[src/rtl/scaled_video_output_timing_pkg.sv]
// Shared definitions for the display-side output timing path: default
// 1080p60 raster constants, total-length helpers and the FSM state type.
package scaled_video_output_timing_pkg;

  localparam int DEF_H_ACTIVE = 1920;
  localparam int DEF_H_FP     = 88;
  localparam int DEF_H_SYNC   = 44;
  localparam int DEF_H_BP     = 148;
  localparam int DEF_V_ACTIVE = 1080;
  localparam int DEF_V_FP     = 4;
  localparam int DEF_V_SYNC   = 5;
  localparam int DEF_V_BP     = 36;

  // Raster counter width; large enough for any supported total.
  localparam int CNT_W = 12;

  typedef enum logic [1:0] {
    FLUSH,
    BLANK,
    ACTIVE
  } vot_state_e;

  function automatic int h_total(input int act, input int fp, input int sync, input int bp);
    return act + fp + sync + bp;
  endfunction

  function automatic int v_total(input int act, input int fp, input int sync, input int bp);
    return act + fp + sync + bp;
  endfunction

endpackage

[src/rtl/video_raster_counter.sv]
// Free-running h/v raster counters with active/sync region decode.
// Starts in vertical blanking so that a display path has time to settle
// before its first visible line.
module video_raster_counter
  import scaled_video_output_timing_pkg::*;
#(
  parameter int H_ACTIVE = DEF_H_ACTIVE,
  parameter int H_FP     = DEF_H_FP,
  parameter int H_SYNC   = DEF_H_SYNC,
  parameter int H_BP     = DEF_H_BP,
  parameter int V_ACTIVE = DEF_V_ACTIVE,
  parameter int V_FP     = DEF_V_FP,
  parameter int V_SYNC   = DEF_V_SYNC,
  parameter int V_BP     = DEF_V_BP
) (
  input  logic             output_clk,
  input  logic             sys_rst_n,
  output logic [CNT_W-1:0] h_cnt_o,
  output logic [CNT_W-1:0] v_cnt_o,
  output logic             active_o,
  output logic             hs_line_o,
  output logic             vs_line_o,
  output logic             frame_last_o
);

  localparam int HT = h_total(H_ACTIVE, H_FP, H_SYNC, H_BP);
  localparam int VT = v_total(V_ACTIVE, V_FP, V_SYNC, V_BP);

  localparam logic [CNT_W-1:0] H_LAST   = CNT_W'(HT - 1);
  localparam logic [CNT_W-1:0] V_LAST   = CNT_W'(VT - 1);
  localparam logic [CNT_W-1:0] H_ACT_C  = CNT_W'(H_ACTIVE);
  localparam logic [CNT_W-1:0] V_ACT_C  = CNT_W'(V_ACTIVE);
  localparam logic [CNT_W-1:0] HS_START = CNT_W'(H_ACTIVE + H_FP);
  localparam logic [CNT_W-1:0] HS_END   = CNT_W'(H_ACTIVE + H_FP + H_SYNC);
  localparam logic [CNT_W-1:0] VS_START = CNT_W'(V_ACTIVE + V_FP);
  localparam logic [CNT_W-1:0] VS_END   = CNT_W'(V_ACTIVE + V_FP + V_SYNC);

  logic [CNT_W-1:0] h_q, h_d;
  logic [CNT_W-1:0] v_q, v_d;

  // Next position: h wraps at end of line, v advances on each h wrap.
  always_comb begin
    h_d = h_q + CNT_W'(1);
    v_d = v_q;
    if (h_q == H_LAST) begin
      h_d = '0;
      v_d = (v_q == V_LAST) ? '0 : v_q + CNT_W'(1);
    end
  end

  // Counter registers; reset lands at the first blanking line.
  always_ff @(posedge output_clk or negedge sys_rst_n) begin
    if (!sys_rst_n) begin
      h_q <= '0;
      v_q <= V_ACT_C;
    end else begin
      h_q <= h_d;
      v_q <= v_d;
    end
  end

  assign h_cnt_o      = h_q;
  assign v_cnt_o      = v_q;
  assign active_o     = (h_q < H_ACT_C) && (v_q < V_ACT_C);
  assign hs_line_o    = (h_q >= HS_START) && (h_q < HS_END);
  assign vs_line_o    = (v_q >= VS_START) && (v_q < VS_END);
  assign frame_last_o = (h_q == H_LAST) && (v_q == V_LAST);

endmodule

[src/rtl/scaled_video_output_timing.sv]
// Display raster generator that pulls a centred scaled image out of the
// output FIFOs, pads the remainder of the frame with a background colour,
// and resets the FIFOs once per frame during vertical blanking.
module scaled_video_output_timing
  import scaled_video_output_timing_pkg::*;
#(
  parameter int                        H_ACTIVE     = DEF_H_ACTIVE,
  parameter int                        H_FP         = DEF_H_FP,
  parameter int                        H_SYNC       = DEF_H_SYNC,
  parameter int                        H_BP         = DEF_H_BP,
  parameter int                        V_ACTIVE     = DEF_V_ACTIVE,
  parameter int                        V_FP         = DEF_V_FP,
  parameter int                        V_SYNC       = DEF_V_SYNC,
  parameter int                        V_BP         = DEF_V_BP,
  parameter logic                      HS_POL       = 1'b1,
  parameter logic                      VS_POL       = 1'b1,
  parameter int                        IMAGE_WIDTH  = 11,
  parameter int                        DATA_CHANNEL = 3,
  parameter logic [8*DATA_CHANNEL-1:0] BG_COLOR     = '0,
  parameter int                        RST_CYCLES   = 16
) (
  input  logic                      output_clk,
  input  logic                      sys_rst_n,
  input  logic [IMAGE_WIDTH-1:0]    i_dst_w,
  input  logic [IMAGE_WIDTH-1:0]    i_dst_h,
  output logic                      o_processed_data_req,
  input  logic [8*DATA_CHANNEL-1:0] i_processed_data,
  output logic                      o_fifo_o_rst,
  output logic                      o_disp_vsync,
  output logic                      o_hs,
  output logic                      o_vs,
  output logic                      o_de,
  output logic [8*DATA_CHANNEL-1:0] o_rgb
);

  localparam int VT = v_total(V_ACTIVE, V_FP, V_SYNC, V_BP);

  localparam logic [CNT_W-1:0] H_ACT_C  = CNT_W'(H_ACTIVE);
  localparam logic [CNT_W-1:0] V_ACT_C  = CNT_W'(V_ACTIVE);
  localparam logic [CNT_W-1:0] V_LAST   = CNT_W'(VT - 1);
  localparam logic [4:0]       RST_LAST = 5'(RST_CYCLES - 1);

  logic [CNT_W-1:0] h_cnt, v_cnt;
  logic             active, hs_line, vs_line, frame_last;

  video_raster_counter #(
    .H_ACTIVE (H_ACTIVE), .H_FP (H_FP), .H_SYNC (H_SYNC), .H_BP (H_BP),
    .V_ACTIVE (V_ACTIVE), .V_FP (V_FP), .V_SYNC (V_SYNC), .V_BP (V_BP)
  ) u_raster (
    .output_clk   (output_clk),
    .sys_rst_n    (sys_rst_n),
    .h_cnt_o      (h_cnt),
    .v_cnt_o      (v_cnt),
    .active_o     (active),
    .hs_line_o    (hs_line),
    .vs_line_o    (vs_line),
    .frame_last_o (frame_last)
  );

  // ---------------- window geometry ----------------
  logic [CNT_W-1:0] w_d, hgt_d, x0_d, y0_d;
  logic [CNT_W-1:0] x0_q, y0_q, x_end_q, y_end_q;
  logic             latch_pt;

  assign latch_pt = (h_cnt == '0) && (v_cnt == V_LAST);

  // Clamp requested size to the raster and centre it.
  always_comb begin
    w_d   = CNT_W'(i_dst_w);
    hgt_d = CNT_W'(i_dst_h);
    if (w_d > H_ACT_C) w_d = H_ACT_C;
    if (hgt_d > V_ACT_C) hgt_d = V_ACT_C;
    x0_d = (H_ACT_C - w_d) >> 1;
    y0_d = (V_ACT_C - hgt_d) >> 1;
  end

  // Window bounds only change at the last blanking line, so a mid-frame
  // size change never disturbs the frame being displayed.
  always_ff @(posedge output_clk or negedge sys_rst_n) begin
    if (!sys_rst_n) begin
      x0_q    <= '0;
      y0_q    <= '0;
      x_end_q <= '0;
      y_end_q <= '0;
    end else if (latch_pt) begin
      x0_q    <= x0_d;
      y0_q    <= y0_d;
      x_end_q <= x0_d + w_d;
      y_end_q <= y0_d + hgt_d;
    end
  end

  // ---------------- frame FSM ----------------
  vot_state_e state_q, state_d;
  logic [4:0] flush_cnt_q, flush_cnt_d;

  // Next state: flush FIFOs, wait for frame start, stream the visible part.
  always_comb begin
    state_d     = state_q;
    flush_cnt_d = flush_cnt_q;
    case (state_q)
      FLUSH: begin
        if (flush_cnt_q == RST_LAST) begin
          state_d     = BLANK;
          flush_cnt_d = '0;
        end else begin
          flush_cnt_d = flush_cnt_q + 5'd1;
        end
      end
      BLANK: begin
        if (frame_last) state_d = ACTIVE;
      end
      ACTIVE: begin
        if ((h_cnt == '0) && (v_cnt == V_ACT_C)) begin
          state_d     = FLUSH;
          flush_cnt_d = '0;
        end
      end
      default: begin
        state_d     = FLUSH;
        flush_cnt_d = '0;
      end
    endcase
  end

  // State register; reset starts a flush so stale FIFO contents are dropped.
  always_ff @(posedge output_clk or negedge sys_rst_n) begin
    if (!sys_rst_n) begin
      state_q     <= FLUSH;
      flush_cnt_q <= '0;
    end else begin
      state_q     <= state_d;
      flush_cnt_q <= flush_cnt_d;
    end
  end

  // FIFO reset follows the FLUSH state by one clock.
  logic fifo_rst_q;
  always_ff @(posedge output_clk or negedge sys_rst_n) begin
    if (!sys_rst_n) fifo_rst_q <= 1'b0;
    else            fifo_rst_q <= (state_q == FLUSH);
  end

  // ---------------- output pipeline ----------------
  logic in_win;
  assign in_win = (state_q == ACTIVE) && active &&
                  (h_cnt >= x0_q) && (h_cnt < x_end_q) &&
                  (v_cnt >= y0_q) && (v_cnt < y_end_q);

  logic req_q, de1_q, hs1_q, vs1_q;
  logic win_q, de_q, hs_q, vs_q, disp_vsync_q;

  // Stage 1: read request plus raster flags for the same position.
  always_ff @(posedge output_clk or negedge sys_rst_n) begin
    if (!sys_rst_n) begin
      req_q <= 1'b0;
      de1_q <= 1'b0;
      hs1_q <= 1'b0;
      vs1_q <= 1'b0;
    end else begin
      req_q <= in_win;
      de1_q <= active;
      hs1_q <= hs_line;
      vs1_q <= vs_line;
    end
  end

  // Stage 2: display timing aligned with the FIFO data of the request.
  always_ff @(posedge output_clk or negedge sys_rst_n) begin
    if (!sys_rst_n) begin
      win_q        <= 1'b0;
      de_q         <= 1'b0;
      hs_q         <= ~HS_POL;
      vs_q         <= ~VS_POL;
      disp_vsync_q <= 1'b0;
    end else begin
      win_q        <= req_q;
      de_q         <= de1_q;
      hs_q         <= hs1_q ^ ~HS_POL;
      vs_q         <= vs1_q ^ ~VS_POL;
      disp_vsync_q <= vs1_q;
    end
  end

  // FIFO data is valid in the clock after the request, which is exactly
  // the clock the pixel is on screen, so it is muxed straight through.
  assign o_rgb = de_q ? (win_q ? i_processed_data : BG_COLOR) : '0;

  assign o_processed_data_req = req_q;
  assign o_fifo_o_rst         = fifo_rst_q;
  assign o_disp_vsync         = disp_vsync_q;
  assign o_hs                 = hs_q;
  assign o_vs                 = vs_q;
  assign o_de                 = de_q;

endmodule

[config.mk]
export PLATFORM = sky130hd
export DESIGN_NAME = scaled_video_output_timing
export DESIGN_NICKNAME = d
export VERILOG_FILES = /design/src/rtl/scaled_video_output_timing_pkg.sv /design/src/rtl/video_raster_counter.sv /design/src/rtl/scaled_video_output_timing.sv
export SDC_FILE = /design/constraint.sdc
export NUM_CORES = 1
export LEC_CHECK = 0
export CAP_MARGIN = 40
export CELL_PAD_IN_SITES_DETAIL_PLACEMENT = 0
export CELL_PAD_IN_SITES_GLOBAL_PLACEMENT = 2
export CORE_ASPECT_RATIO = 0.8
export CORE_UTILIZATION = 34
export CTS_CLUSTER_SIZE = 20
export DETAILED_ROUTE_END_ITERATION = 7
export PLACE_DENSITY_LB_ADDON = 0.1
export SYNTH_ARGS = -nofsm -noshare
export SYNTH_HDL_FRONTEND = slang
export SYNTH_SLANG_ARGS = --single-unit
[constraint.sdc]
create_clock -name output_clk -period 3.3 [get_ports output_clk]
set_input_delay 0.66 -clock output_clk [delete_from_list [all_inputs] [get_ports output_clk]]
set_output_delay 0.66 -clock output_clk [all_outputs]
set_load 0.01 [all_outputs]
==> impl_metrics.py <==
metrics = {
    "run_status": {
        "outcome": "complete, but fails checks",
        "failed_checks": "setup timing",
    },
    "cts": {
        "cts_root_buf": "clkbuf_16",
        "clk_transition_reported_paths_ns": 0.06,
        "cts_hold_buf": 0,
        "htree_levels": 3,
        "cts_made_buffers": 9,
        "clock_latency_ns": 0.34,
        "numClockSinks": 86,
        "clockBufferDepth": 2,
        "cts_tree": "built",
    },
    "logic_synthesis": {
        "syn_area_mm2": 0.00621,
        "synth_warnings": 0,
        "async_flop_share": 1.00,
        "synth_top_family_by_area": "simple AND/OR/NAND/NOR gates",
        "synth_ff_type": "dfrtp_1",
        "netlist_instances": 725,
        "synth_compound_area_frac": 0.181,
        "syn-num-nets": 843,
        "yosys.area_share.adder": 0.141,
        "synthSimpleGateAreaFrac": 0.206,
        "muxShareOfSynthArea": 0.0105,
        "synth_seq_cells": 86,
        "yosysSeqAreaShare": 0.347,
        "synth_edf_count": 0,
        "avgSynthCellArea_um2": 8.57,
        "synthXorXnorAreaFrac": 0.0522,
        "synth_cell_types": 69,
    },
    "drt": {
        "wl_per_cell_um": 14.8,
        "drc_errors": 0,
        "routed_wl_um": 16700,
        "via_per_inst": 5.10,
        "vias": 5775,
        "ant_nets": 0,
        "drt_first_iter_violations": 245,
        "dr.pass1.iters": 5,
    },
    "pwr": {
        "p_leak_nw": 4.36,
        "total_power_mw": 2.66,
        "swShare": 0.263,
        "switching_power_uw": 698,
        "seqPwrFrac": 0.401,
        "p_int_mw": 1.96,
        "powerDensity_mw_per_mm2": 307,
        "power_frac_comb": 0.254,
        "ir_drop_uv": 210,
        "clkPwrFrac": 0.345,
    },
    "sta": {
        "rsz0062_at_grt": "true",
        "final_hold_viol_count": 0,
        "slew_viol_final": 0,
        "relSlewSlack": 0.540,
        "setup_viol": 4,
        "tns_ns": -0.303,
        "final.period_utilization": 1.04,
        "max_freq_ghz": 0.292,
        "skew_ns": 0.0106,
        "tightest_slew_ns": 0.689,
        "period_needed_ns": 3.43,
        "fin_ws_ns": -0.125,
    },
    "cells_and_area": {
        "area_delta_synth_final_pct": 39.4,
        "fin_area_mm2": 0.00866,
        "num-nets-final": 1022,
        "nFillCells": 1675,
        "n_antenna_cell": 0,
        "drive_gt1_frac": 0.232,
        "final_util": 0.492,
    },
    "floorplan": {
        "initial_core_util": 0.353,
        "std_cell_rows": 43,
        "dieHeight_um": 123,
        "die_area_mm2": 0.0188,
        "die_x_um": 153,
        "core_mm2": 0.0176,
        "ioPinCount": 78,
    },
    "global_routing": {
        "grt_pass1_wl_um": 27400,
        "overflow": 0,
        "grt_pass1_vias": 5692,
        "antenna_found_initial": 0,
        "grt_usage": 0.181,
        "grt_max_degree": 60,
    },
    "worst_setup_path": {
        "criticalPathCategory": "in2reg",
        "crit_arrival_ns": 3.63,
        "ff2ff_path_depth": 8,
        "worstSetupStartpointType": "input pin",
        "crit_fanout": 6,
        "reg2reg_from": "u_raster.h_cnt_o[9]$_DFF_PN0_",
        "r2r_end": "y_end_q[10]$_DFFE_PN0P_",
        "r2r_setup_slack_ns": 0.20,
        "worst_setup_path_end_kind": "flop",
        "worstPathRequired_ns": 3.51,
    },
    "place": {
        "dp_hpwl_um": 12800,
        "postPlaceCellArea_mm2": 0.00797,
        "place.port_buffers": 77,
        "gp_congestion": 0.803,
    },
    "hold_path": {
        "hp-class": "in2async",
    },
    "flow_run": {
        "maxCapViolCount": 0,
    },
}
==> worst max path at each step <==
stage	startpoint	to	slack [ns]	cells after the start
2_1_floorplan	i_dst_h[8]	y_end_q[10]$_DFFE_PN0P_	-0.29	15
3_3_place_gp	i_dst_h[8]	y_end_q[10]$_DFFE_PN0P_	-0.73	15
3_5_place_dp	i_dst_h[8]	y_end_q[10]$_DFFE_PN0P_	-0.79	15
4_1_cts	i_dst_w[10]	x_end_q[9]$_DFFE_PN0P_	-0.003	15
5_1_grt	i_dst_h[7]	y_end_q[9]$_DFFE_PN0P_	-0.26	16
6_report	i_dst_h[7]	y_end_q[10]$_DFFE_PN0P_	-0.13	15
==> timing repair <==
action	4_1_cts	5_1_grt
pin swaps	28	43
setup buffers	16	9
endpoints found under the setup margin	12	13
resized for setup	46	41
==> routing by layer <==
metal / global-route usage / vias to the layer above / wire length, µm
li1: - / 2902 / -
met1: 0.236 / 2780 / 7830
met2: 0.320 / 80 / 8280
met3: 0.0282 / 13 / 468
met4: 0.0354 / 0 / 155
met5: 0 / - / 0
==> cell usage in the layout, fill, tap and decap left out, types with 8 or more instances in the layout <==
cell	synthesis	final
clkdlybuf4s50_1	0	63
inv_1	63	61
nor3_1	9	8
a21o_1	11	11
nand2_1	70	63
nor2_1	52	49
clkbuf_16	0	9
nand2b_1	12	11
buf_4	1	120
ha_1	70	61
xor2_1	23	23
a21oi_1	32	25
nand3_1	20	20
nor2b_1	15	14
dfrtp_1	82	82
o21ai_1	3	10
o21ai_0	61	53
and3_1	32	30
or3_1	9	8
xnor2_1	14	11
==> flip-flops by register name (all words and copies together), names as in the netlist, 2 cells and up <==
| signal | flops |
|---|---|
| u_raster.v_cnt_o | 12 |
| flush_cnt_q | 5 |
| state_q | 2 |
| x_end_q | 12 |
| y_end_q | 12 |
| u_raster.h_cnt_o | 12 |
| y0_q | 11 |
| x0_q | 11 |
==> critical path, stage by stage <==
cell	delay, ns
buf_6	0.09
or3_4	0.40
o31ai_4	0.41
nand2_2	0.14
ha_4	0.20
nand2b_4	0.08
a21oi_2	0.05
a31oi_1	0.14
o22ai_1	0.14
ha_1	0.31
a31oi_2	0.09
nand4b_1	0.26
a32oi_2	0.32
mux2i_1	0.23
o311ai_1	0.11
==> layout make-up <==
cell class / count / area [µm²] / area share
clock buffers: 13 / 250 / 0.0289
clock inverters: 1 / 7.51 / 0.000867
inverters: 63 / 236 / 0.0273
multi-input cells: 542 / 3970 / 0.458
flip-flops and latches: 86 / 2160 / 0.249
well taps: 225 / 282 / 0.0325
repair buffers: 202 / 1760 / 0.203
==> stage by stage <==
stage	cells	hold WS (ns)	setup WS, ns
detailed placement	1095	0.340	-0.792
finish	1132	0.241	-0.125
global placement	1094	0.335	-0.733
CTS	1125	0.250	-0.00339
global route	1132	0.270	-0.258
floorplan	725	0.331	-0.294
==> Yosys cell counts (15+ instances only) <==
cell type	n	area share
o21ai_0	61	0.049
nand2_1	70	0.042
dfrtp_1	82	0.33
inv_1	63	0.038
xor2_1	23	0.032
nor2_1	52	0.031
nand3_1	20	0.016
clkbuf_1	25	0.015
a21oi_1	32	0.026
and3_1	32	0.032
ha_1	70	0.14
nor2b_1	15	0.015
==> logic make-up (layout without fill, tap and decap cells) <==
kind of cell | Yosys count | after routing
AO/OA/AOI/OAI | 175 | 175
XOR/XNOR | 37 | 37
adder cells (fa/ha/maj) | 70 | 70
buffers and inverters | 97 | 279
flip-flops | 86 | 86
multiplexers | 6 | 6
other | 1 | 1
AND/OR/NAND/NOR | 253 | 253
==> power groups by stage <==
stage	clock, mW	sequential (mW)	combinational (mW)
3_5_place_dp	0	1.09	0.553
3_3_place_gp	0	1.09	0.540
5_1_grt	0.985	1.07	0.740
4_1_cts	0.944	1.07	0.611
6_report	0.917	1.07	0.677
2_1_floorplan	0	1.08	0.271
No activity file was read; power rests on OpenSTA's default activity.
